--- config.mk ---
export PLATFORM = sky130hd
export DESIGN_NAME = five_bit_adder
export DESIGN_NICKNAME = d
export VERILOG_FILES = /design/src/rtl/five_bit_adder.sv
export SDC_FILE = /design/constraint.sdc
export NUM_CORES = 1
export LEC_CHECK = 0
export ABC_AREA = 1
export CAP_MARGIN = 25
export CELL_PAD_IN_SITES_DETAIL_PLACEMENT = 0
export CELL_PAD_IN_SITES_GLOBAL_PLACEMENT = 1
export CORE_MARGIN = 3
export CORE_UTILIZATION = 22
export DETAILED_ROUTE_END_ITERATION = 10
export GPL_TIMING_DRIVEN = 1
export PLACE_DENSITY_LB_ADDON = 0.3
export SLEW_MARGIN = 20
export SYNTH_ARGS = -nofsm -noshare
export SYNTH_HDL_FRONTEND = slang
export SYNTH_SLANG_ARGS = --single-unit
--- constraint.sdc ---
create_clock -name clk -period 8.5 [get_ports clk]
set_clock_uncertainty 0.05 [all_clocks]
set_input_delay 1.7 -clock clk [delete_from_list [all_inputs] [get_ports clk]]
set_output_delay 1.7 -clock clk [all_outputs]
set_load 0.05 [all_outputs]
--- src/rtl/five_bit_adder.sv ---
// 5-bit ripple-carry adder with carry-in and signed-overflow flag.
// The result is available combinationally and as a one-cycle registered copy.
module five_bit_adder (
   output logic [4:0] sum,
   output logic       cout,
   input  logic       cin,
   input  logic [4:0] i1,
   input  logic [4:0] i2,
   input  logic       clk,
   input  logic       rst_n,
   output logic       ovf,
   output logic [4:0] sum_q,
   output logic       cout_q,
   output logic       ovf_q
);

   // c[k] is the carry into cell k; c[5] is the carry out of the MSB cell
   logic [5:0] c;
   logic [4:0] s;
   logic [4:0] p;
   logic [4:0] g;

   logic [4:0] sum_d;
   logic       cout_d;
   logic       ovf_d;

   // Five chained full-adder cells
   always_comb begin
      c    = '0;
      s    = '0;
      p    = i1 ^ i2;
      g    = i1 & i2;
      c[0] = cin;
      for (int k = 0; k < 5; k++) begin
         s[k]   = p[k] ^ c[k];
         c[k+1] = g[k] | (c[k] & p[k]);
      end
   end

   // Signed overflow: carry into the sign bit disagrees with carry out of it
   assign sum  = s;
   assign cout = c[5];
   assign ovf  = c[4] ^ c[5];

   assign sum_d  = sum;
   assign cout_d = cout;
   assign ovf_d  = ovf;

   // Registered copy; reset clears only these, never the combinational path
   always_ff @(posedge clk or negedge rst_n) begin
      if (!rst_n) begin
         sum_q  <= 5'b00000;
         cout_q <= 1'b0;
         ovf_q  <= 1'b0;
      end else begin
         sum_q  <= sum_d;
         cout_q <= cout_d;
         ovf_q  <= ovf_d;
      end
   end

endmodule

# After elaboration in Yosys (flattened, before gate mapping)
# Index checks and enable logic that the tools add are counted.
[op_classes]
bitwise = 18
[ops]
columns = ["cell", "count"]
rows = [
  ["bitwise XOR 1 bit", 6],
  ["bitwise AND 1 bit", 5],
  ["bitwise AND 5 bit", 1],
  ["OR 1 bit", 5],
  ["bitwise XOR 5 bit", 1],
]
[totals]
register_bits = 7
inputBits = 13
out_inout_bits = 14
elab_cells = 21

# Longest topological paths before layout
# Gate-level depths: netlist of run 1.
[depth]
word_depth = 12
ltp_mapped = 11
mapped_depth_nobuf = 11

# Worst setup path after synthesis of run 1
# No wires, ideal clock.
[synth_timing]
path_type = "input to output"
startpoint = "input cin"
endpoint = "output sum[4]"
arrival_time_ns = 3.918
required_ns = 6.750
path_slack_ns = 2.832
cell_stages = 9
path_buffers = 0
cell_sequence = "fa_1 fa_1 inv_1 fa_1 inv_1 fa_1 inv_1 fa_1 inv_1"
[synth_between]
elab_chain_len = 9
[synth_lines]
columns = ["item", "line_no", "text"]
rows = [
  ["start, declared", "6", "input logic cin,"],
  ["bitwise AND 1 bit", "36", "c[k+1] = g[k] | (c[k] & p[k]);"],
  ["OR 1 bit", "36", ""],
  ["bitwise AND 1 bit", "36", ""],
  ["OR 1 bit", "36", ""],
  ["bitwise AND 1 bit", "36", ""],
  ["OR 1 bit", "36", ""],
  ["bitwise AND 1 bit", "36", ""],
  ["OR 1 bit", "36", ""],
  ["bitwise XOR 1 bit", "35", "s[k] = p[k] ^ c[k];"],
  ["end, declared", "4", "output logic [4:0] sum,"],
]
# Every way passes these cells.

# Worst setup path in the final report of run 1
# Ends and elaborated chain as after synthesis.

==> results.md, run 1 <==
* Status: complete, no violations
* Hold crit path type: in -> async
* Nets at 74
* Buf+Inv Stages, Crit Path at 6
* Min Tclk post-route at 6.72 ns
* Slowest cell on crit path: clkdlybuf4s50_1
* Power share of the combinational group at 53.1%
* Boundary pin count at 27
* Relative slew slack at 66.6%
* Top cell type by total area after synthesis: dfrtp_1
* Switch share at 44.1%
* Syn-to-layout area delta at 94.6%
* Die Y at 44.4 um
* Leakage Power at 0.299 nW
* Largest cells by area after synthesis: dfrtp_1 (54%), fa_1 (31%), inv_1 (10%)
* Fin crit share at 79.1%
* Row count at 13
* Sequential Power Share at 27.0%
* Reg area at 175 um^2
* Grt met2 use at 10.8%
* Global Route Usage Sum at 7.28%
* WL final at 623 um
* Clock transition at path regs at 0.05 ns
* Switching power total at 0.0653 mW
* Hold buffer count at cts at 0
* Post-CTS setup buffer count at 0
* Crit path DAT at 4.97 ns
* Hpwl dp at 568 um
* CP required at 6.75 ns
* Final Hold Fails at 0
* Placed instance count at 66
* Post-synth net total at 43
* H-tree Lvls at 1
* CP delay by family, top: adder cells
* Initial drt markers at 0
* Die Span X at 44.4 um
* Grt met1 use at 7.16%
* Starting Density at 24.3%
* Synth top area share at 54.1%
* Clock Path Buffers at 2
* Synth cell count leaders: inv_1 (9), dfrtp_1 (7), fa_1 (5), nand2_1 (3), inv_2 (1)
* Most common cell on crit path: fa_1
* CP peak stage delay at 0.79 ns
* Nature of the critical path endpoint: output port
* Crit. Startpoint: cin
* P_int at 0.0828 mW
* Primary FF master, synth: dfrtp_1
* Setup tns final at 0 ns
* Max-slew violations at 0
* Antenna Nets Post-Route at 0
* Max Clk Rate at 0.149 GHz
* Cts repair resizes at 0
* Flops & latches, synth at 7
* Worst Path Max Fanout at 2
* Worst path depth at 11
* Post-synthesis sequential area ratio at 54.1%
* Busiest grt layer: met2
* GP Congestion at 0.620
* Crit Path Class: in -> out
* Residual DRC count at 0
* Initial antenna violation count at 0
* Final cell count without fillers at 70
* Clock power share at 19.8%
* Final setup fails at 0
* Root buf cell: clkbuf_4
* Worst Tran Pin Value at 0.500 ns
* Syn avg cell area at 13.0 um^2
* Crit path launch type: primary input
* Sink Count at 7
* I/O Buffers at 26
* Post-Synthesis Cell Area at 324 um^2
* Vias in the first global route at 248
* Grt total ovfl at 0
* GR met3 Demand/Resource at 3.66%
* Layout cell share with drive strength beyond 1 at 9.09%
* TritonCTS Buffers at 3
* CORE AREA at 0.00133 mm^2
* End of the critical path: sum[4]
* Final hold slack at 1.65 ns
* Max Cap Viol at 0
* Distinct cells, synth at 5
* Post-synth EDFFs at 0
* Via Count at 263
* Fillers at 125
* Drt pass-1 iters at 1
* RSZ-0062 raised after global routing: no
* First-pass GRT wire length at 952 um
* Cell count after synthesis at 25
* CTS tree: built
* Peak supply drop at 0.0000611 V
* Via density at 3.76
* Ant diodes at 0
* Pwr Density at 235 mW/mm^2
* Worst path cell trace: clkdlybuf4s50_1 -> fa_1 -> fa_1 -> inv_1 -> fa_1 -> inv_1 -> fa_1 -> inv_1 -> fa_1 -> inv_1 -> clkdlybuf4s50_1
* Largest net degree at the start of global routing at 8
* Footprint of the multi-input gates at 111 um^2
* Count leader, synth: inv_1
* Die area at 0.00197 mm^2
* Yosys Warn Count at 0
* Async SR Flop Fraction at 100%
* Avg WL per Cell at 8.90 um
-- layer usage --
layer	wire [um]	vias to the layer above	share of wire, %
li1	-	127	-
met1	219	121	35
met2	314	15	50
met3	88	0	14
met4	0	0	0
met5	0	-	0
-- stage by stage --
step,power (mW),utilization (%),instance area [um^2],setup slack [ns]
2_1_floorplan,0.0914,-,324,2.83
3_3_place_gp,0.120,45.2,603,1.77
3_5_place_dp,0.120,45.2,603,1.75
4_1_cts,0.151,47.3,631,1.75
5_1_grt,0.156,47.3,631,1.66
6_report,0.148,47.3,631,1.78
-- layout make-up --
type | count | share of cell area (%)
clock buffers | 3 | 3.57
inverters | 10 | 5.95
flip-flops and latches | 7 | 27.8
well taps | 15 | 2.98
clock inverters | 1 | 0.794
repair buffers | 26 | 41.3
multi-input cells | 8 | 17.7
-- sequential cells by signal, indices dropped and copies added, names as in the netlist --
signal,cells
ovf_q,1
sum_q,5
cout_q,1
-- worst min path at each step --
stage	endpoint	slack, ns	cells past startpoint
after floorplan	cout_q	1.35	0
after global placement	sum_q[0]	1.93	1
after detailed placement	sum_q[0]	1.92	1
after CTS	sum_q[0]	1.64	1
after global routing	sum_q[2]	1.66	1
final	sum_q[3]	1.65	1
-- logic make-up (layout without fill, tap and decap cells) --
kind of cell             count (synthesis)  count (layout)  share of synthesized area, %
AND/OR/NAND/NOR                          3               3                          3.47
buffers and inverters                   10              40                          11.6
flip-flops                               7               7                          54.1
adder cells (fa/ha/maj)                  5               5                          30.9
-- power by group through the flow --
stage / logic (mW) / clock network (mW) / registers [mW]
floorplan: 0.0302 / 0 / 0.0612
global placement: 0.0794 / 0 / 0.0408
detailed placement: 0.0797 / 0 / 0.0407
CTS: 0.0797 / 0.0313 / 0.0401
global route: 0.0824 / 0.0334 / 0.0404
finish: 0.0787 / 0.0294 / 0.0401
-- layout by cell type, fill, tap and decap left out, drive strengths merged --
master and count:
clkdlybuf4s50 26, inv 10, dfrtp 7, fa 5, nand2 3, clkbuf 3, clkinv 1
Note: power is estimated with default switching activity, not from simulation.
==> run 2: changes to the inputs <==
CORE_UTILIZATION = 21   (was 22)
clock period = 6.65 ns   (was 8.5 ns; I/O delays follow)
==> run 2 against run 1 <==
Compared with the run above: critical path depth did not move; final area fell by 0.20%; via count fell by 4.9%; routed wire length rose by 4.2%; critical endpoint unchanged; cell count did not move.
==> results.md, run 2 (synthesis results as in run 1) <==
* Fin crit share at 90.6%
* Hold buffer count at cts at 0 (unchanged)
* Final setup fails at 0 (unchanged)
* Fillers at 138 (+10%)
* Cts repair resizes at 0 (unchanged)
* Nets at 74 (unchanged)
* Drt pass-1 iters at 1 (unchanged)
* Largest net degree at the start of global routing at 8 (unchanged)
* Crit path DAT at 4.64 ns (-0.33 ns)
* Sink Count at 7 (unchanged)
* Die Span X at 45.3 um (+2.0%)
* Crit path launch type: primary input
* Final core occ at 46.1% (-1.2 points)
* Crit Path Class: in -> out
* TritonCTS Buffers at 3 (unchanged)
* Post-CTS setup buffer count at 0 (unchanged)
* Starting Density at 23.7% (-0.58 points)
* Clock Path Buffers at 2 (unchanged)
* Layout cell share with drive strength beyond 1 at 7.27% (-1.8 points)
* Antenna Nets Post-Route at 0 (unchanged)
* Die area at 0.00205 mm^2 (+4.1%)
* Syn-to-layout area delta at 94.2%
* CTS tree: built
* Global Route Usage Sum at 7.51% (+0.24 points)
* Ant diodes at 0 (unchanged)
* Final Hold Fails at 0 (unchanged)
* Residual DRC count at 0 (unchanged)
* Leakage Power at 0.296 nW (-0.91%)
* Status: complete, no violations
* RSZ-0062 raised after global routing: no
* Clock transition at path regs at 0.05 ns (about the same)
* Commonest non-fill, non-tap cell in the layout: clkdlybuf4s50_1
* Reg with most FFs: sum_q
* Max Clk Rate at 0.166 GHz
* Boundary pin count at 27 (unchanged)
* Grt total ovfl at 0 (unchanged)
* Hold crit path type: in -> async
* Peak supply drop at 0.0000965 V (+58%)
* Worst Tran Pin Value at 0.504 ns (+0.00492 ns)
* Max Cap Viol at 0 (unchanged)
* Relative slew slack at 66.3% (-0.33 points)
* Initial antenna violation count at 0 (unchanged)
* Crit. Startpoint: cin
* Via Count at 250 (-4.9%)
* Vias in the first global route at 257 (+3.6%)
* GP Congestion at 0.595 (-4.1%)
* Min Tclk post-route at 6.02 ns
* Commonest cells after routing, fill and taps aside: clkdlybuf4s50_1 (26), inv_1 (9), dfrtp_1 (7), fa_1 (5)
* WL final at 649 um (+4.2%)
* Initial drt markers at 0 (unchanged)
* Root buf cell: clkbuf_4
* Avg WL per Cell at 9.27 um (+4.2%)
* Worst Path Max Fanout at 2 (unchanged)
* H-tree Lvls at 1 (unchanged)
* Setup tns final at 0 ns (unchanged)
* Nature of the critical path endpoint: output port
* First-pass GRT wire length at 1000 um (+5.0%)
* Biggest regs: sum_q: 5 flops, cout_q: 1 flops, ovf_q: 1 flops
* I/O Buffers at 26 (unchanged)
* Max-slew violations at 0 (unchanged)
* CORE AREA at 0.00137 mm^2 (+2.4%)
* Pwr Density at 300 mW/mm^2 (+28%)
* Die Y at 45.3 um (+2.0%)
* Via density at 3.57 (-4.9%)
* Row count at 13 (unchanged)
* Max reg flops at 5 (unchanged)
* CP required at 5.27 ns (-1.48 ns)
[run 2: cell count changes in the layout (fill, tap and decap cells not counted)]
cell	before	now
clkbuf_1	0	1
clkinv_2	1	0
[run 2: layer usage]
layer	GRT usage [%]	up-vias	part of all wire (%)	wire length [um]
met5	0	-	0	0
met4	10.5	0	2.9	19
met3	0	2	8.8	57
met2	12.4	15	58	376
met1	7.25	109	30	195
li1	-	124	-	-
[run 2: per-stage QoR]
step / setup WS [ns] / instance area, um^2 / hold slack [ns] / instances / power [mW]
4_1_cts: 0.600 / 629 / 1.29 / 70 / 0.192
3_3_place_gp: 0.652 / 603 / 1.55 / 66 / 0.154
6_report: 0.628 / 629 / 1.29 / 70 / 0.189
2_1_floorplan: 1.72 / 324 / 0.984 / 25 / 0.117
5_1_grt: 0.494 / 629 / 1.30 / 70 / 0.199
3_5_place_dp: 0.658 / 603 / 1.55 / 66 / 0.154
[run 2: power by group]
part / switching (mW) / internal (mW) / leakage, nW
combinational: 0.0667 / 0.0344 / 0.199
clock: 0.0136 / 0.0228 / 0.0150
sequential: 0.00154 / 0.0497 / 0.0819
total: 0.0819 / 0.107 / 0.296
[run 2: cell type report]
| cell class | instances | area (um^2) | share of cell area (%) |
|---|---|---|---|
| clock buffer | 4 | 26.3 | 4.17 |
| inverter | 10 | 37.5 | 5.96 |
| multi-input combinational | 8 | 111 | 17.7 |
| sequential | 7 | 175 | 27.8 |
| tap | 15 | 18.8 | 2.98 |
| timing repair buffer | 26 | 260 | 41.4 |
[run 2: path summary, 6_finish.rpt]
| path | slack, ns | depth (start not counted) | to |
|---|---|---|---|
| max in group asynchronous | 5.04 | 1 | sum_q[2] |
| worst min-delay path | 1.29 | 1 | sum_q[3] |
| min in group clk | 1.74 | 4 | sum_q[4] |
| worst max-delay path | 0.63 | 11 | sum[4] |
[run 2: critical path, stage by stage]
cell and delay [ns]:
clkdlybuf4s50_1 0.45, fa_1 0.46, fa_1 0.36, inv_1 0.07, fa_1 0.15, inv_1 0.05, fa_1 0.38, inv_1 0.10
fa_1 0.40, inv_1 0.07, clkdlybuf4s50_1 0.79
==> run 3: changes to the inputs <==
CTS_CLUSTER_SIZE = 12   (was unset)
==> results of run 3 <==
No change in the layout: final DEF, timing and power equal those of run 2.
